==> src/rtl/hazard_pkg.sv <==
// Shared constants for the decode-stage hazard scoreboard: stall reason codes and
// default parameter values.
package hazard_pkg;

  // Stall reason encoding driven on stall_reason.
  localparam logic [1:0] HZ_NONE = 2'd0;
  localparam logic [1:0] HZ_RAW  = 2'd1;
  localparam logic [1:0] HZ_WAW  = 2'd2;
  localparam logic [1:0] HZ_EXT  = 2'd3;

  // Default parameter values.
  localparam int unsigned DEF_NREG     = 16;
  localparam int unsigned DEF_NRD      = 2;
  localparam int unsigned DEF_MAX_LAT  = 3;
  localparam int unsigned DEF_ZERO_REG = 1;
  localparam int unsigned DEF_SCW      = 16;

  // Priority encode of the hazard sources: external freeze dominates, then RAW, then WAW.
  function automatic logic [1:0] hz_encode(input logic ext, input logic raw, input logic waw);
    logic [1:0] code;
    code = HZ_NONE;
    if (ext) begin
      code = HZ_EXT;
    end else if (raw) begin
      code = HZ_RAW;
    end else if (waw) begin
      code = HZ_WAW;
    end
    return code;
  endfunction

endpackage

==> src/rtl/hazard_sb_entry.sv <==
// One scoreboard entry: cycles remaining before a consumer of this register may issue.
// A load overrides the per-cycle decrement; the count rests at zero.
module hazard_sb_entry #(
  parameter int unsigned CW = 2
) (
  input  logic          clk,
  input  logic          rst_n,
  input  logic          load,
  input  logic [CW-1:0] load_val,
  output logic [CW-1:0] cnt
);

  logic [CW-1:0] cnt_d;

  // Next count: load wins, otherwise count down towards zero.
  always_comb begin
    cnt_d = cnt;
    if (load) begin
      cnt_d = load_val;
    end else if (cnt != '0) begin
      cnt_d = cnt - CW'(1);
    end
  end

  // Countdown register, cleared asynchronously.
  always_ff @(posedge clk or negedge rst_n) begin
    if (!rst_n) begin
      cnt <= '0;
    end else begin
      cnt <= cnt_d;
    end
  end

endmodule

==> src/rtl/hazard_scoreboard.sv <==
// Decode-stage RAW/WAW hazard unit built on a per-register countdown scoreboard.
// Each issued writer loads its destination with (latency - 1); a reader stalls while any
// enabled source has a non-zero count, a writer stalls while the pending write would land
// after its own. Outputs are combinational from the registered counts and decode inputs.
module hazard_scoreboard
  import hazard_pkg::*;
#(
  parameter int unsigned NREG     = DEF_NREG,
  parameter int unsigned NRD      = DEF_NRD,
  parameter int unsigned MAX_LAT  = DEF_MAX_LAT,
  parameter int unsigned ZERO_REG = DEF_ZERO_REG,
  parameter int unsigned SCW      = DEF_SCW,
  localparam int unsigned RW      = $clog2(NREG),
  localparam int unsigned CW      = $clog2(MAX_LAT + 1)
) (
  input  logic              clk,
  input  logic              rst_n,
  input  logic              id_valid,
  input  logic [NRD*RW-1:0] id_rs,
  input  logic [NRD-1:0]    id_rs_en,
  input  logic [RW-1:0]     id_rd,
  input  logic              id_rd_en,
  input  logic [CW-1:0]     id_lat,
  input  logic              flush,
  input  logic              ext_stall,
  output logic              pc_write,
  output logic              if_id_write,
  output logic              stall,
  output logic [1:0]        stall_reason,
  output logic [SCW-1:0]    stall_cycles
);

  logic [CW-1:0]   cnt [NREG];
  logic [NREG-1:0] load;
  logic [CW-1:0]   lat_eff;
  logic [CW-1:0]   load_val;
  logic [RW-1:0]   rs_id [NRD];
  logic            live;
  logic            raw_hit;
  logic            raw;
  logic            waw;
  logic            hz;
  logic            issue;

  // Register 0 is hard-wired and never tracked when ZERO_REG is set.
  function automatic logic excluded(input logic [RW-1:0] r);
    return (ZERO_REG != 0) && (r == '0);
  endfunction

  // Illegal latencies (0 or above MAX_LAT) behave as the worst case.
  always_comb begin
    lat_eff = id_lat;
    if (id_lat == '0 || 32'(id_lat) > MAX_LAT) begin
      lat_eff = CW'(MAX_LAT);
    end
    load_val = lat_eff - CW'(1);
  end

  // Split the packed source field into per-port ids.
  always_comb begin
    for (int i = 0; i < NRD; i++) begin
      rs_id[i] = id_rs[i*RW +: RW];
    end
  end

  // RAW: any enabled source whose producer has not yet reached forwarding.
  always_comb begin
    raw_hit = 1'b0;
    for (int i = 0; i < NRD; i++) begin
      if (id_rs_en[i] && !excluded(rs_id[i]) && (cnt[rs_id[i]] != '0)) begin
        raw_hit = 1'b1;
      end
    end
  end

  // Hazard reduce and pipeline controls; a squashed instruction never hazards.
  always_comb begin
    live         = id_valid & ~flush;
    raw          = live & raw_hit;
    waw          = live & id_rd_en & ~excluded(id_rd) & (cnt[id_rd] > lat_eff);
    hz           = raw | waw | ext_stall;
    stall        = hz;
    pc_write     = ~hz;
    if_id_write  = ~hz;
    stall_reason = hz_encode(ext_stall, raw, waw);
    issue        = live & ~hz;
  end

  // One-hot load strobe for the destination of the issuing instruction.
  always_comb begin
    load = '0;
    for (int r = 0; r < NREG; r++) begin
      if (issue && id_rd_en && (id_rd == RW'(r)) && !excluded(RW'(r))) begin
        load[r] = 1'b1;
      end
    end
  end

  for (genvar g = 0; g < NREG; g++) begin : g_entry
    hazard_sb_entry #(
      .CW (CW)
    ) u_entry (
      .clk      (clk),
      .rst_n    (rst_n),
      .load     (load[g]),
      .load_val (load_val),
      .cnt      (cnt[g])
    );
  end

  // Saturating count of bubble cycles.
  always_ff @(posedge clk or negedge rst_n) begin
    if (!rst_n) begin
      stall_cycles <= '0;
    end else if (stall && (stall_cycles != '1)) begin
      stall_cycles <= stall_cycles + SCW'(1);
    end
  end

`ifndef SYNTHESIS
  // Flag writers presented with an out-of-range latency.
  always @(posedge clk) begin
    if (rst_n && id_valid && !flush && id_rd_en) begin
      assert (id_lat != '0 && 32'(id_lat) <= MAX_LAT)
        else $error("hazard_scoreboard: illegal id_lat %0d", id_lat);
    end
  end
`endif

endmodule

==> config.mk <==
export PLATFORM = sky130hd
export DESIGN_NAME = hazard_scoreboard
export DESIGN_NICKNAME = d
export VERILOG_FILES = /design/src/rtl/hazard_pkg.sv /design/src/rtl/hazard_sb_entry.sv /design/src/rtl/hazard_scoreboard.sv
export SDC_FILE = /design/constraint.sdc
export NUM_CORES = 1
export LEC_CHECK = 0
export CORE_AREA = 2 2 88 90
export CTS_BUF_LIST = sky130_fd_sc_hd__clkbuf_2
export CTS_CLUSTER_DIAMETER = 40
export DETAILED_ROUTE_END_ITERATION = 7
export DIE_AREA = 0 0 90 92
export GPL_ROUTABILITY_DRIVEN = 1
export MAX_ROUTING_LAYER = met4
export PLACE_DENSITY = 0.75
export SLEW_MARGIN = 20
export SYNTH_ARGS = -nofsm -noshare
export SYNTH_HDL_FRONTEND = slang
export SYNTH_SLANG_ARGS = --single-unit
==> constraint.sdc <==
create_clock -name clk -period 4.8 [get_ports clk]
set_input_delay 0.48 -clock clk [delete_from_list [all_inputs] [get_ports clk]]
set_output_delay 0.48 -clock clk [all_outputs]
set_load 0.03 [all_outputs]
After elaboration in Yosys (flattened, before gate mapping):

Index checks and enable logic that the tools add are counted.

* register bits after elaboration: 48
* bits of input ports: 22

* add/subtract/negate cells: 18
* order comparisons: 4
* equal/unequal tests: 16
* muxes and demuxes: 60
* bitwise logic cells: 14
* reduce and logical (&&, ||, !) cells: 60

Operators with widths (count)
* 2-bit two-way mux: 40
* 2-bit nonzero test: 33
* 2-bit by 1-bit subtractor with 2-bit output, second input constant: 17
* 4-bit equality test, second input constant: 8
* 2-bit binary-select mux with 4-bit select: 3
* 1-bit logical AND: 21
* 1-bit two-way mux: 17
* 16-bit by 1-bit adder with 16-bit output, second input constant: 1
* 4-bit by 3-bit equality test with 1-bit output, second input constant: 4
* 16-bit != test, second input constant: 1
* 5-bit greater-or-equal comparator, second input constant: 3
* 4-bit NOT with 5-bit output: 3
* 4-bit zero test: 3
* 4-bit by 2-bit equality test with 1-bit output, second input constant: 2
* 1-bit AND: 6
* 4-bit by 1-bit equality test with 1-bit output, second input constant: 1
* 1-bit NOT: 3
* 2-bit > comparator: 1
* 1-bit zero test: 2
* 2-bit zero test: 1
* 1-bit OR: 2

Logic depth before layout (Yosys ltp):

Gate-level depths: netlist of run 1.

* depth after elaboration: 17
* mapped depth: 13
* depth with buffers taken out: 11

By module:

Synthesis of run 1 repeated with hierarchy kept, for this count alone.

* cells, all modules: 375
* area total of the unflattened synthesis: 3534.6 µm²

By module, submodules not included
* hazard_sb_entry: times used 16, cells each 12, area an instance 113.9 µm²
* hazard_scoreboard: times used 1, cells each 183, area an instance 1712.9 µm²

Worst setup path after synthesis of run 1:

No wires, ideal clock.

* path type: in2out
* start point: input port id_rd[0]
* end point: output port pc_write
* data arrival time: 3.605 ns
* slack: 0.715 ns
* stages: 10
* buffers on the path: 4
* path through: clkbuf_1 > clkbuf_1 > mux4_2 > mux4_2 > ha_1 > a21oi_1 > nor3_1 > nor4_2 > buf_2 > buf_4

* cells in the longest elaborated chain, start to end: 9
* elaborated cells on any way between the ends: 12

RTL lines
* from (decl): RTL line hazard_scoreboard.sv:21 `input logic [RW-1:0] id_rd,`
* 4-bit NOT with 5-bit output (implied by the code): RTL line hazard_scoreboard.sv:80 `waw = live & id_rd_en & ~excluded(id_rd) & (cnt[id_rd] > lat_eff);`
* 2-bit binary-select mux with 4-bit select: RTL line hazard_scoreboard.sv:80
* 2-bit two-way mux (implied by the code) (2 in series): RTL line hazard_scoreboard.sv:80
* 2-bit > comparator: RTL line hazard_scoreboard.sv:80
* 1-bit AND (*): RTL line hazard_scoreboard.sv:80
* 1-bit OR (*) (2 in series): RTL line hazard_scoreboard.sv:81 `hz = raw | waw | ext_stall;`
* 1-bit NOT (*)
* to (decl): RTL line hazard_scoreboard.sv:26 `output logic pc_write,`

Every way passes the cells marked *; elsewhere a longest branch is shown, timed or not. The select of a mux whose other input is x is not followed.

Final worst setup path of run 1:

* start point: input port id_rd[0]
* end point: output port stall_reason[1]

* cells in the longest elaborated chain, start to end: 9
* elaborated cells on any way between the ends: 12

RTL lines
* 4-bit NOT with 5-bit output (implied by the code): RTL line hazard_scoreboard.sv:80
* 2-bit binary-select mux with 4-bit select: RTL line hazard_scoreboard.sv:80
* 2-bit two-way mux (implied by the code) (2 in series): RTL line hazard_scoreboard.sv:80
* 2-bit > comparator: RTL line hazard_scoreboard.sv:80
* 1-bit AND (*): RTL line hazard_scoreboard.sv:80
* 2-bit two-way mux (*): RTL line hazard_pkg.sv:26 `end else if (waw) begin`
* 2-bit two-way mux (*): RTL line hazard_pkg.sv:24 `end else if (raw) begin`
* 2-bit two-way mux (*): RTL line hazard_pkg.sv:22 `if (ext) begin`
* to (decl): RTL line hazard_scoreboard.sv:29 `output logic [1:0] stall_reason,`

Marks and branches as above.

==> results of run 1 <==
how the worst max path moves through the flow:
stage	end	slack, ns	cells past startpoint
after global placement	stall_reason[1]	0.32	9
after global routing	stall_reason[1]	0.06	9
after detailed placement	stall_reason[1]	0.24	9
after CTS	stall_reason[1]	0.24	9
after floorplan	pc_write	0.72	10
final	stall_reason[1]	0.21	9
placed cells by master, fill, tap and decap left out, types with 2 or more instances in the layout:
| cell type | count |
|---|---|
| dfrtp_1 | 48 |
| inv_1 | 42 |
| clkdlybuf4s50_1 | 39 |
| xor2_1 | 28 |
| nor2_1 | 27 |
| mux2i_1 | 27 |
| ha_1 | 21 |
| nor3_1 | 20 |
| nand2_1 | 19 |
| nand3_1 | 17 |
| mux2_2 | 16 |
| mux4_2 | 13 |
| buf_4 | 7 |
| o21ai_0 | 6 |
| nor2b_1 | 6 |
| nor4b_1 | 6 |
| nor4_1 | 5 |
| clkbuf_2 | 5 |
| a2111oi_0 | 4 |
| or2_1 | 3 |
| or3_1 | 3 |
| or2_0 | 2 |
| a21oi_1 | 2 |
| a31oi_1 | 2 |
| a21o_1 | 2 |
| or3b_2 | 2 |
| and3_1 | 2 |
| nand4_1 | 2 |
| xnor2_1 | 2 |
| clkinv_1 | 2 |
cells by family (layout without fill, tap and decap cells):
logic type                 count (synthesis)  count (layout)  share of synthesized area
DFF                                       48              48                      0.347
AOI/OAI and AO/OA                         22              22                     0.0445
buffers and inverters                     54              95                     0.0607
xor gates and xnor gates                  30              30                     0.0759
and+or+nand+nor                          118             118                      0.177
muxes                                     57              57                      0.219
adders and majority gates                 21              21                     0.0759
worst max-delay path, stage by stage:
cell and delay [ns]:
clkdlybuf4s50_1 0.45, buf_4 0.23, mux4_2 0.53, mux4_2 0.48, ha_1 0.33, a22o_1 0.24
nor3_1 0.51, a21o_1 0.20, clkdlybuf4s50_1 0.66
flip-flops by register name, indices dropped and copies added (netlist names):
signal and cells:
g_entry.u_entry.cnt 32, stall_cycles 16
through the flow:
stage                     setup slack (ns)  hold WS [ns]  utilization  total power (W)  std cells
after detailed placement             0.238         0.477        0.534          0.00207        486
after floorplan                      0.715         0.184            -          0.00170        350
after global routing                0.0596        0.0419        0.539          0.00240        493
after global placement               0.324         0.478        0.534          0.00199        486
final                                0.210        0.0383        0.539          0.00221        493
after CTS                            0.241         0.253        0.538          0.00223        493
metal layers:
metal  wire length (um)  vias up
li1                   -     1303
met1               3440     1363
met2               3850      136
met3                641       20
met4                162        0
met5                  0        -
cell type report:
cell class	count	area [um^2]
well taps	102	128
clock inverters	2	7.51
multi-input cells	248	2050
fillers	669	3440
inverters	42	158
repair buffers	46	443
clock buffers	5	25.0
flip-flops and latches	48	1200
power by group:
part / switching (W) / internal, W
combinational: 0.000572 / 0.000635
sequential: 0.000249 / 0.000598
clock: 0.000125 / 0.0000300
==> results.md, run 1 <==
STA:
- The worst slew slack as a fraction of its limit is 0.259.
- The top achievable clock speed is 218 MHz.
- The count of endpoints failing setup in the final report is 0.
- The setup skew after layout is 0.0134 ns.
- In the finished design, the share of the clock period the worst path needs comes to 0.956.
- The final count of hold timing violations came to 0.
- The clock period minus worst slack is 4.59 ns.
- The total negative setup slack is 0 ns.
- The count of pins over their slew limit is 0.
- Setup repair after global routing left no endpoint under its margin.
- For the pin with the worst max-slew slack, the measured transition is 1.10 ns.

Place:
- The count of port buffers added during placement is 42.
- Once detailed placement completed, the half-perimeter wirelength came to 6150 um.
- The placed standard-cell area is 3980 um^2.
- Routability-driven placement finished with a final weighted congestion of 0.893.

Synthesis:
- Yosys attributes the largest share of cell area to dfrtp_1 35%, mux4_2 8.5%, mux2i_1 7.8%, ha_1 7.6%, xor2_1 7.1%.
- After synthesis, the netlist uses 41 different library cells.
- In the synthesized netlist the async set-or-reset flop fraction comes to 1.00.
- The number of nets handed over by synthesis was 393.
- Dividing the synthesized area by the synthesized cell count gives 9.89 um^2.
- After synthesis, the most frequently instantiated cells are 48 x dfrtp_1, 42 x inv_1, 28 x xor2_1.
- Among all flip-flop cells after synthesis, the most frequent one is dfrtp_1.
- Yosys mapped a number of flops with a built-in enable equal to 0.
- Yosys instantiated no cell more often than dfrtp_1.
- The cell area that synthesis handed to floorplanning was 3460 um^2.
- The share of synthesized area in the top cell type comes to 0.347.
- The register bit count reported by yosys is 48.
- The sequential-to-total area share from yosys stat is 0.347.
- The biggest area contributor in the post-synthesis netlist is dfrtp_1.
- The Yosys step of the flow raised 0 warnings.
- The synthesized instance count is 350.

Route:
- The count of nets left with antenna violations once routing finished came out at 0.
- The DRC marker count from the first detailed-route iteration is 214.
- The average routed wire per standard cell is 16.4 um.
- The iteration count of the initial detailed-routing pass is 5.
- The average via count per standard cell is 5.72.
- The final routed DRC violation total is 0.
- The via total after detailed routing is 2822.
- The routed design has 8090 um of wire.

Clock tree:
- The number of clock buffers added by TritonCTS is 5.
- The number of buffers inserted to repair setup after CTS is 0.
- The clock passes through at most 2 buffers.
- The H-tree was split into 2 levels.
- TritonCTS built the clock tree.
- The post-cts repair resize count is 0.
- The number of sinks on the clock net is 48.
- The tree is rooted in a clkbuf_2.
- The clock latency on the worst-skew pair is 0.42 ns.
- After clock tree synthesis, the clock-pin slew on the worst setup and hold paths is 0.23 ns.
- The post-cts hold buffer count is 0.

Power:
- In this run the power density over the cells is 551 nW/um^2.
- The leakage power summed over all cells is 1.74 nW.
- The worst-case IR drop observed on VDD is 0.305 mV.

Die:
- The floorplan step defined a die boundary enclosing 8280 um^2.
- Row generation in the floorplan step produced 32 rows.
- Pin placement for this block handled 43 I/O pins.
- The initial core utilization is 0.465.
- The y dimension of the die is 92 um.
- The width of the die is 90 um.
- The core region is 7450 um^2.

Status:
- The flow ran to the end, and the final reports show no timing, DRC or antenna violations.

Global route:
- The wire length of the first global-routing pass is 13700 um.
- The remaining global-route overflow is 0.
- Entering global routing, the biggest net connects 49 pins.
- The initial antenna violation count was 0.
- Across every metal layer, demand over resource in global routing totals 0.211.
- The met1 global-route usage is 0.271.
- For this run, global-route usage on met2 was measured as 0.342.
- The via count of the first global-routing pass was 2821.
- The global routing stage identified its most utilized layer as met2.
- In the global route stage, met3 resource usage came out at 0.0427.

Setup path:
- The arrival time of the worst setup path is 4.11 ns.
- The type of the worst setup path is primary input to output port.
- The startpoint identified for the worst register-to-register timing path is g_entry[14].u_entry.cnt[1].
- The type of element launching the critical path is a primary input.
- The type of element capturing the critical path is an output port.
- The data required time at the worst endpoint is 4.32 ns.
- The setup slack on the worst flop-to-flop path is 1.17 ns.
- The worst register-to-register path has a depth of 9.
- The maximum fanout encountered on the critical timing path is 14.
- The most critical setup path has its startpoint at id_rd[0].
- In this run the critical register-to-register path is captured at g_entry[10].u_entry.cnt[1].

Cells and area:
- The area growth from synthesis to layout is 15.9%.
- The total inserted antenna cells is 0.
- The final layout net count is 434.
- The finished cells cover 4010 um^2.
- Of the cells placed in the final design, the portion with a size suffix greater than 1 is 0.118.

Run:
- Max-cap violations in this run came to 0.

Worst hold path:
- The worst hold path belongs to the class primary input to async pin.
(Power assumes the default switching activity.)
==> run 2, diff against run 1 <==
SETUP_SLACK_MARGIN = 0.4   (was not set)
SLEW_MARGIN = 30   (was 20)
==> run 2 against run 1 <==
Clock power up 41%. Clock skew up 0.0019 ns. Critical path depth up 2. Total power grew 3.4%. Die area is the same. Flip-flop and latch count unchanged. Utilization increased by 0.72 points. Sequential share of layout area shrank 0.40 points. Sequential power hardly changed. Critical path type is now primary input to register. Largest cell class unchanged. Largest power group unchanged. Highest routed layer unchanged.
==> results.md, run 2 (synthesis gave the netlist of run 1 again) <==
Status:
- Status: finished clean (unchanged).

Setup path:
- The type of element capturing the critical path is a register (was output port).
- In this design, the critical path's most frequently occurring cell is mux4_2.
- The number of logic stages on the critical path including buffering is 11 (was 9).
- The family with the most delay on the worst path was multiplexers (was buffers and inverters).
- The arrival time of the worst setup path came to 4.37 ns (was 4.11 ns).
- The count of cells along the worst register-to-register path came to 9 (unchanged).
- The number of buffer and inverter stages on the critical path is 2 (was 3).
- The standard cell with the maximum stage delay on the critical path is nor3_1 (was clkdlybuf4s50_1).
- The type of element launching the critical path is a primary input (unchanged).
- The data required time at the worst endpoint is 5.13 ns (was 4.32 ns).
- Ordered cell list for the critical path: clkdlybuf4s50_1 > buf_4 > mux4_2 > mux4_2 > ha_1 > a21oi_1 > nor3_4 > nor3_1 > nand3_1 > nor2_1 > mux2_2 (was clkdlybuf4s50_1 > buf_4 > mux4_2 > mux4_2 > ha_1 > a22o_1 > nor3_1 > a21o_1 > clkdlybuf4s50_1).
- The maximum fanout encountered on the critical timing path is 14 (unchanged).
- The type of the worst setup path is primary input to register (was primary input to output port).
- The delay of the slowest cell on the worst path was 0.69 ns (was 0.66 ns).

STA:
- The clock period minus worst slack was 4.04 ns (was 4.59 ns).
- The total negative setup slack was 0 ns (unchanged).
- The count of endpoints failing setup in the final report is 0 (unchanged).
- The count of pins over their slew limit came to 0 (unchanged).
- The top achievable clock speed is 248 MHz (was 218 MHz).
- The pin slew with the least headroom to its limit is 0.889 ns (was 1.10 ns).
- RSZ-0062 raised after global routing: false (unchanged).
- The worst slew slack as a fraction of its limit is 0.403 (was 0.259).
- The post-route clock period utilization came to 0.841 (was 0.956).
- The worst hold slack across all endpoints came to 0.0320 ns (was 0.0383 ns).
- The final count of hold timing violations came to 0 (unchanged).
- The setup skew after layout was 0.0153 ns (was 0.0134 ns).

Cells and area:
- The area of combinational cells with multiple inputs is 2070 um^2 (was 2050 um^2).
- The count of non-filler cells in the finished layout is 494 (was 493).
- The most common library cell in the layout ignoring fill and taps is dfrtp_1 (unchanged).
- The fraction of the core area covered by cells at the end of the flow is 0.546 (was 0.539).
- The total inserted antenna cells is 0 (unchanged).
- The number of flip-flops under the largest register name came to 32 (unchanged).
- The final layout net count is 434 (unchanged).
- The synthesis-to-layout area growth was 17.5% (was 15.9%).
- The final-layout fill cell count came to 677 (was 669).
- The fraction of layout cells with a size suffix above 1 is 0.130 (was 0.118).
- The register bank with the most flops is g_entry.u_entry.cnt (unchanged).
- Regs by FF count: g_entry.u_entry.cnt (32), stall_cycles (16) (unchanged).
- The register area is 1200 um^2 (unchanged).
- Commonest non-fill, non-tap cells in the layout: 48 x dfrtp_1, 42 x inv_1, 37 x clkdlybuf4s50_1, 28 x xor2_1 (was 48 x dfrtp_1, 42 x inv_1, 39 x clkdlybuf4s50_1, 28 x xor2_1).

Route:
- The average routed wire per standard cell is 16.7 um (was 16.4 um).
- The final routed wirelength across all metal layers was 8270 um (was 8090 um).
- The iteration count of the initial detailed-routing pass is 6 (was 5).
- The DRC marker count from the first detailed-route iteration is 281 (was 214).
- The average via count per standard cell is 5.75 (was 5.72).
- The residual antenna-violating net count after detailed routing is 0 (unchanged).
- The via total after detailed routing came to 2840 (was 2822).
- The final routed DRC violation total came to 0 (unchanged).

Global route:
- The remaining global-route overflow is 0 (unchanged).
- The initial antenna violation count is 0 (unchanged).
- The largest net degree at the start of global routing is 49 (unchanged).
- The wire length of the first global-routing pass is 13900 um (was 13700 um).
- The overall routing resource usage came to 0.215 (was 0.211).
- The via count of the first global-routing pass is 2881 (was 2821).

Die:
- The die area is 8280 um^2 (unchanged).
- The number of placement rows was 32 (unchanged).
- The width of the die was 90 um (unchanged).
- The initial core utilization is 0.465 (unchanged).
- The count of boundary I/O pins is 43 (unchanged).
- The standard cell core area is 7450 um^2 (unchanged).
- The y dimension of the die was 92 um (unchanged).

Power:
- The switching power of the nets is 0.000961 W (was 0.000946 W).
- The clock network fraction of design power came to 0.096 (was 0.070).
- The power per cell area was 562 nW/um^2 (was 551 nW/um^2).
- The leakage power summed over all cells is 1.78 nW (was 1.74 nW).
- The internal power of the cells is 0.00132 W (was 0.00126 W).
- The final total power is 0.00228 W (was 0.00221 W).
- The share of power burned in combinational logic is 0.533 (was 0.546).
- The switching part of the total power is 0.421 (was 0.428).
- The maximum vdd drop was 0.319 mV (was 0.305 mV).
- The sequential fraction of design power is 0.372 (was 0.384).

Clock tree:
- The post-cts hold buffer count was 0 (unchanged).
- The post-CTS clock slew at the launch and capture registers of the worst setup and hold paths is 0.24 ns (was 0.23 ns).
- The post-cts repair resize count was 1 (was 0).
- The number of buffers inserted to repair setup after CTS is 0 (unchanged).
- The library cell used as clock root buffer is clkbuf_2 (unchanged).
- The number of buffers inserted during clock tree synthesis is 5 (unchanged).
- The largest buffer count on any clock path is 2 (unchanged).
- The number of sinks on the clock net came to 48 (unchanged).
- The clock tree from TritonCTS is yes (unchanged).
- The clock latency on the worst-skew pair is 0.42 ns (about the same).
- The H-tree depth was 2 (unchanged).

Place:
- The final weighted congestion in routability-driven placement is 0.893 (unchanged).
- The total half-perimeter wirelength after legalization and detailed placement is 6220 um (was 6150 um).
- The count of port buffers added during placement is 42 (unchanged).
- The post-placement cell count was 486 (unchanged).

Run:
- The total of max-cap violations came to 0 (unchanged).

Worst hold path:
- The type of the most critical hold path is primary input to async pin (unchanged).
==> run 2: changes by cell type in the layout (fill, tap and decap cells not counted), moves of 2 or more <==
cell / delta
nor3_1: -2
dlymetal6s2s_1: +2
clkdlybuf4s50_1: -2
clkinv_1: -2
==> run 2: power by group through the flow <==
stage	clock, W	sequential, W	combinational, W
detailed placement	0	0.000852	0.00122
CTS	0.000224	0.000844	0.00123
floorplan	0	0.000865	0.000832
global route	0.000244	0.000874	0.00136
finish	0.000219	0.000849	0.00122
global placement	0	0.000843	0.00114
==> run 2: path summary, 6_finish.rpt <==
path / startpoint / endpoint / slack, ns
worst max-delay path: id_rd[0] / g_entry[8].u_entry.cnt[1] / 0.76
worst min-delay path: rst_n / g_entry[13].u_entry.cnt[0] / 0.03
worst max register to register: g_entry[14].u_entry.cnt[1] / g_entry[8].u_entry.cnt[1] / 1.04
worst min register to register: stall_cycles[4] / stall_cycles[4] / 0.51
max in group asynchronous: rst_n / g_entry[11].u_entry.cnt[1] / 4.36
min in group clk: stall_cycles[4] / stall_cycles[4] / 0.51
==> run 2: cell type report <==
cell class,count,share of cell area
clock inverter,2,0.00862
timing repair buffer,46,0.110
multi-input combinational,248,0.508
sequential,48,0.295
clock buffer,6,0.00739
inverter,42,0.0388
tap,102,0.0314
==> run 2: layer usage <==
metal / track usage / vias up / part of all wire
met5: - / - / 0
met4: 0.0615 / 0 / 0.021
met3: 0.0312 / 17 / 0.070
met2: 0.361 / 130 / 0.49
met1: 0.274 / 1389 / 0.42
li1: - / 1304 / -
==> run 2: metrics by stage <==
| stage | instance area, um^2 | setup WS, ns |
|---|---|---|
| 2_1_floorplan | 3460 | 0.715 |
| 3_3_place_gp | 3980 | 0.324 |
| 3_5_place_dp | 3980 | 0.244 |
| 4_1_cts | 4050 | 0.435 |
| 5_1_grt | 4070 | 0.599 |
| 6_report | 4070 | 0.762 |
==> run 3, diff against run 2 <==
PLACE_DENSITY = 0.77   (was 0.75)
clock period = 3.4 ns   (was 4.8 ns; I/O delays follow)
==> run 3 against run 2 <==
The flow now finishes with violations (setup timing). Clock power rose by 15%. Sequential power rose by 30%. Register-to-register slack got worse by 1.1 ns. Non-clock buffer count rose by 80. Setup slack got worse by 0.84 ns. Combinational power rose by 110%. Global-route usage rose by 7.5 points. Largest cell class unchanged.
==> results.md, run 3 (synthesis gave the netlist of run 1 again) <==
Route:
- The final routed wirelength across all metal layers is 11200 um (was 8270 um).
- The uppermost signal routing layer after detailed routing was met4 (unchanged).
- The DRC marker count from the first detailed-route iteration is 335 (was 281).
- The final routed DRC violation total is 0 (unchanged).
- The average via count per standard cell came to 5.71 (was 5.75).
- The met1 routed wirelength after detailed routing is 4230 um (was 3480 um).
- The via total after detailed routing is 3278 (was 2840).
- The routed length on met2 is 6040 um (was 4040 um).
- The iteration count of the initial detailed-routing pass came to 5 (was 6).
- The residual antenna-violating net count after detailed routing came to 0 (unchanged).
- The average routed wire per standard cell was 19.6 um (was 16.7 um).
- The met3 wirelength from detailed routing is 714 um (was 575 um).

Setup path:
- The family with the most delay on the worst path is multiplexers (unchanged).
- The number of buffer and inverter stages on the critical path came to 4 (was 2).
- The standard cell with the maximum stage delay on the critical path is mux4_2 (was nor3_1).
- The type of the worst setup path is register to output port (was primary input to register).
- The most prevalent standard cell on the critical path is buf_6 (was mux4_2).
- The startpoint of the worst-slack reg-to-reg timing path is g_entry[5].u_entry.cnt[1] (was g_entry[14].u_entry.cnt[1]).
- The type of element launching the critical path is a register (was primary input).
- The data required time at the worst endpoint came to 3.06 ns (was 5.13 ns).
- The delay of the slowest cell on the worst path is 0.48 ns (was 0.69 ns).
- Ordered cell list for the critical path: buf_6 > mux4_2 > mux4_2 > inv_2 > ha_4 > a22o_1 > nor3_4 > buf_6 > a21o_1 > buf_6 (was clkdlybuf4s50_1 > buf_4 > mux4_2 > mux4_2 > ha_1 > a21oi_1 > nor3_4 > nor3_1 > nand3_1 > nor2_1 > mux2_2).
- The start point of the critical path is g_entry[4].u_entry.cnt[0] (was id_rd[0]).
- The arrival time of the worst setup path came to 3.14 ns (was 4.37 ns).
- The type of element capturing the critical path was an output port (was register).
- The maximum fanout encountered on the critical timing path is 3 (was 14).

Status:
- The checks that failed: setup timing.
- Status: complete, but fails checks (was finished clean).

Cells and area:
- The total inserted antenna cells came to 0 (unchanged).
- The register area is 1200 um^2 (unchanged).
- The fraction of the core area covered by cells at the end of the flow is 0.719 (was 0.546).
- The area of combinational cells with multiple inputs is 2640 um^2 (was 2070 um^2).
- The synthesis-to-layout area growth is 54.7% (was 17.5%).
- The fraction of layout cells with a size suffix above 1 came to 0.383 (was 0.130).
- Commonest non-fill, non-tap cells in the layout: 57 x buf_4, 48 x dfrtp_1, 40 x inv_1, 35 x clkdlybuf4s50_1, 28 x xor2_1 (was 48 x dfrtp_1, 42 x inv_1, 37 x clkdlybuf4s50_1, 28 x xor2_1).
- The number of flip-flops under the largest register name was 32 (unchanged).
- The register bank with the most flops was g_entry.u_entry.cnt (unchanged).
- The final-layout fill cell count is 508 (was 677).
- The most common library cell in the layout ignoring fill and taps is buf_4 (was dfrtp_1).
- Regs by FF count: g_entry.u_entry.cnt (32), stall_cycles (16) (unchanged).
- The final layout net count is 514 (was 434).

STA:
- The worst slew slack as a fraction of its limit came to 0.391 (was 0.403).
- The clock period minus worst slack is 3.48 ns.
- RSZ-0062 raised after global routing: true (was false).
- The pin slew with the least headroom to its limit is 0.890 ns (was 0.889 ns).
- In the finished design, the share of the clock period the worst path needs comes to 1.02.
- The top achievable clock speed is 288 MHz.
- The count of endpoints failing setup in the final report came to 6 (was 0).
- The final worst slack is -0.0779 ns (was 0.762 ns).
- The setup skew after layout came to 0.0188 ns (was 0.0153 ns).
- The final count of hold timing violations came to 0 (unchanged).
- The count of pins over their slew limit is 0 (unchanged).

Clock tree:
- The library cell used as clock root buffer is clkbuf_2 (unchanged).
- The post-CTS clock slew at the launch and capture registers of the worst setup and hold paths is 0.26 ns (was 0.24 ns).
- The largest buffer count on any clock path is 2 (unchanged).
- The clock tree from TritonCTS is yes (unchanged).
- The clock latency on the worst-skew pair is 0.46 ns (was 0.42 ns).
- The number of sinks on the clock net was 48 (unchanged).
- The number of buffers inserted during clock tree synthesis was 5 (unchanged).
- The H-tree depth is 2 (unchanged).

Global route:
- The largest net degree at the start of global routing came to 28 (was 49).
- The overall routing resource usage is 0.290 (was 0.215).
- The initial antenna violation count was 0 (unchanged).
- The remaining global-route overflow was 0 (unchanged).
- The via count of the first global-routing pass came to 3575 (was 2881).
- The wire length of the first global-routing pass came to 18400 um (was 13900 um).

Die:
- The initial core utilization is 0.465 (unchanged).
- The standard cell core area is 7450 um^2 (unchanged).
- The number of placement rows came to 32 (unchanged).
- The die area is 8280 um^2 (unchanged).
- The width of the die was 90 um (unchanged).
- The y dimension of the die came to 92 um (unchanged).
- The count of boundary I/O pins is 43 (unchanged).

Run:
- The total of max-cap violations is 0 (unchanged).

Power:
- The final total power is 0.00390 W (was 0.00228 W).
- The leakage power summed over all cells is 2.31 nW (was 1.78 nW).
- The power per cell area is 728 nW/um^2 (was 562 nW/um^2).
- The maximum vdd drop came to 0.537 mV (was 0.319 mV).

Place:
- The count of port buffers added during placement came to 42 (unchanged).
- The final weighted congestion in routability-driven placement is 0.950 (was 0.893).
- The total half-perimeter wirelength after legalization and detailed placement is 6920 um (was 6220 um).

Worst hold path:
- The type of the most critical hold path is primary input to async pin (unchanged).
-- run 3: worst paths after layout --
| path | endpoint | slack, ns | cells past startpoint |
|---|---|---|---|
| setup / recovery | stall_reason[1] | -0.08 | 10 |
| hold / removal | g_entry[0].u_entry.cnt[1] | 0.39 | 2 |
| setup reg to reg | g_entry[9].u_entry.cnt[1] | -0.04 | 13 |
| hold reg to reg | stall_cycles[4] | 0.53 | 1 |
| max in group asynchronous | g_entry[11].u_entry.cnt[0] | 2.21 | 3 |
| min in group clk | stall_cycles[4] | 0.53 | 1 |
-- run 3: worst register-to-register path, cell delays in order (launching register included) --
cell	delay, ns
dfrtp_1	0.48
mux4_2	0.46
mux4_2	0.51
ha_4	0.30
a22o_1	0.19
nor3_4	0.07
buf_6	0.13
buf_4	0.12
buf_6	0.11
nor3_4	0.19
buf_12	0.19
nand3_4	0.08
nor2_4	0.19
mux2_4	0.32
-- run 3: cell type report --
| class | instances | area share |
|---|---|---|
| Multi-Input combinational cell | 248 | 0.493 |
| Sequential cell | 48 | 0.224 |
| Timing Repair Buffer | 126 | 0.222 |
| Inverter | 42 | 0.0295 |
| Tap cell | 102 | 0.0238 |
| Clock buffer | 7 | 0.00655 |
| Clock inverter | 1 | 0.000701 |
-- run 3: through the flow --
stage / std cells / worst slack (ns) / cell area (um^2) / setup TNS (ns) / hold slack, ns
detailed placement: 552 / -0.548 / 4530 / -15.02 / 0.408
global placement: 552 / -0.656 / 4520 / -18.00 / 0.402
floorplan: 350 / -0.0279 / 3560 / -0.0279 / 0.0444
global route: 574 / -0.202 / 5350 / -1.74 / 0.423
CTS: 568 / -0.0683 / 5230 / -0.181 / 0.428
finish: 574 / -0.0779 / 5350 / -0.214 / 0.394
-- run 3: report_power, final --
group / internal (W) / switching, W / leakage [nW] / total [W]
clock: 0.0000548 / 0.000196 / 0.0306 / 0.000251
sequential: 0.000845 / 0.000256 / 0.565 / 0.00110
combinational: 0.00135 / 0.00119 / 1.72 / 0.00255
-- run 3: routing by layer --
layer | GRT usage | vias to the layer above
met5 | - | -
met4 | 0.100 | 0
met3 | 0.0567 | 22
met2 | 0.516 | 152
met1 | 0.330 | 1631
li1 | - | 1473
-- run 3: repair_timing --
action,4_1_cts,5_1_grt
pin swaps,33,22
hold endpoints to repair,26,0
setup endpoints to repair,50,51
gates resized for setup,129,15
gates cloned,1,0
buffers inserted,6,6
hold buffers,1,0
==> edit (settings of run 2) <==
`DEF_MAX_LAT`: 3 -> 2.
--- a/src/rtl/hazard_pkg.sv
+++ b/src/rtl/hazard_pkg.sv
@@ -11,7 +11,7 @@
   // Default parameter values.
   localparam int unsigned DEF_NREG     = 16;
   localparam int unsigned DEF_NRD      = 2;
-  localparam int unsigned DEF_MAX_LAT  = 3;
+  localparam int unsigned DEF_MAX_LAT  = 2;
   localparam int unsigned DEF_ZERO_REG = 1;
   localparam int unsigned DEF_SCW      = 16;
 
Function: changed (Yosys sat finds a counterexample within 4 cycles, from zero or initial values and one cycle with rst_n low).
==> edit against run 2 <==
- via count is 7.5% lower
- setup slack worse by 190 ps
- synthesized area down 2.9%
- power fell by 7.3%
- sequential cell count did not move
- clock skew up 12 ps
- cell area is 2.8% lower
- routed wire length decreased by 7.7%
- utilization is 1.5 points lower
- largest cell class unchanged
==> edit: results (changes against run 2) <==
| Metric | Value |
|---|---|
| Total Nets Final | 421 (-3.0%) |
| Final HPWL from detailed placement | 5740 um (-7.7%) |
| Element type at the critical path end | output port |
| Via count of the first global-routing pass | 2,791 (-3.1%) |
| Resize count post-CTS | 4 (+3) |
| CP max FO | 10 (-4) |
| Setup Skew | 27.4 ps (+12.1 ps) |
| Fraction of layout cells with a size suffix above 1 | 0.131 (+0.00113) |
| Setup slack of the critical path after layout | 568 ps (-194 ps) |
| Count of hold-fix buffers inserted at cts | 1 (+1) |
| Metal1 wirelength | 3440 um (-1.3%) |
| Result of the run | finished, final reports clean |
| Post-detailed-placement cell area | 3850 sq um (-3.3%) |
| Startpoint of the lowest-slack register-to-register path | g_entry[3].u_entry.cnt[1] |
| Met2 wire length | 3660 um (-9.3%) |
| Worst setup path end | stall_reason[1] |
| Endpoint of the lowest-slack register-to-register path | g_entry[14].u_entry.cnt[0] |
| Met3 Routed Length | 424 um (-26%) |
| First-iteration detailed-routing DRC count | 139 (-51%) |
| Peak supply drop | 256 uV (-20%) |
| Wire length of the first global-routing pass | 13,200 um (-5.1%) |
| Global placer's final weighted congestion | 0.900 (+0.75%) |
| 1st-pass router iterations | 4 (-2) |
| CP Launch Point | id_rd[1] |
| Most used standard cells in the synthesized netlist | 48 x dfrtp_1, 45 x nor2_1, 41 x inv_1 |
| Worst-case register-to-register setup slack | 1280 ps (+240 ps) |
| Net switching component of the power | 929 uW (-3.3%) |
| Tightest hold margin | 530 ps (+498 ps) |
| Arr. time, crit path | 3750 ps (-620 ps) |
| Uppermost metal layer occupied by signal nets | met4 |
| Global-route total usage across every layer | 0.202 (-0.0127) |
| Proportion of synthesized chip area in sequential cells | 0.358 (+0.0105) |
| Leakage power summed over all cells | 0.00174 uW (-2.3%) |
| Relative slew slack | 0.435 (+0.0323) |
| Skew-Pair Late Insertion Delay | 450 ps (+30 ps) |
| Count of inserted antenna diode cells | 0 (unchanged) |
| Min-Delay Path Class | reg -> reg |
| Routed Wire Length | 7630 um (-7.7%) |
| Yosys cell types | 45 (+9.8%) |
| Detailed-route vias per instance | 5.44 (-5.4%) |
| Synth area leaders | dfrtp_1 36%, mux4_2 8.7%, ha_1 7.1% |
[edit: cell types whose count changed in the layout (fill, tap and decap cells not counted), moves of 6 or more]
cell	before	now
nor4_2	1	10
a21oi_1	2	19
nor2_1	27	45
nor3_1	18	12
nor4b_1	6	0
xor2_1	28	17
mux2_2	16	1
nand2_1	19	7
xnor2_1	2	11
nand3_1	17	10
mux2i_1	27	16
[edit: area by class of cell]
| type | instances | area (sq um) |
|---|---|---|
| well taps | 102 | 128 |
| clock inverters | 3 | 47.5 |
| multi-input cells | 236 | 1930 |
| flip-flops and latches | 48 | 1200 |
| inverters | 42 | 158 |
| clock buffers | 5 | 25.0 |
| repair buffers | 47 | 465 |
| fillers | 695 | 3490 |
[edit: cells by family after synthesis]
family | count (synthesis) | synth area share
flops | 48 | 0.358
xor+xnor | 28 | 0.0730
buf+inv | 53 | 0.0704
mux | 31 | 0.142
compound gates | 39 | 0.0782
simple gates | 119 | 0.209
fa+ha+maj | 19 | 0.0708
[edit: metal layers]
metal  vias up  track usage
met2        81        0.328
met3        10       0.0386
met1      1274        0.262
met5         -            -
li1       1263            -
met4         0       0.0590
[edit: metrics by stage]
stage | instances | total power, uW
CTS | 483 | 2120
floorplan | 337 | 1570
detailed placement | 474 | 1880
global placement | 474 | 1810
global route | 483 | 2320
finish | 483 | 2120
[edit: power by group through the flow]
stage	logic (uW)	registers, uW	clock network (uW)
4_1_cts	1090	796	235
5_1_grt	1240	828	251
2_1_floorplan	784	789	0
6_report	1090	799	231
3_5_place_dp	1080	806	0
3_3_place_gp	1010	802	0
[edit: worst max-delay path, stage by stage]
cell             delay [ps]
clkdlybuf4s50_1         560
buf_4                   210
mux4_2                  320
mux4_2                  480
ha_1                    330
a21oi_1                  90
a2111oi_2               400
a31o_2                  210
clkdlybuf4s50_1         660
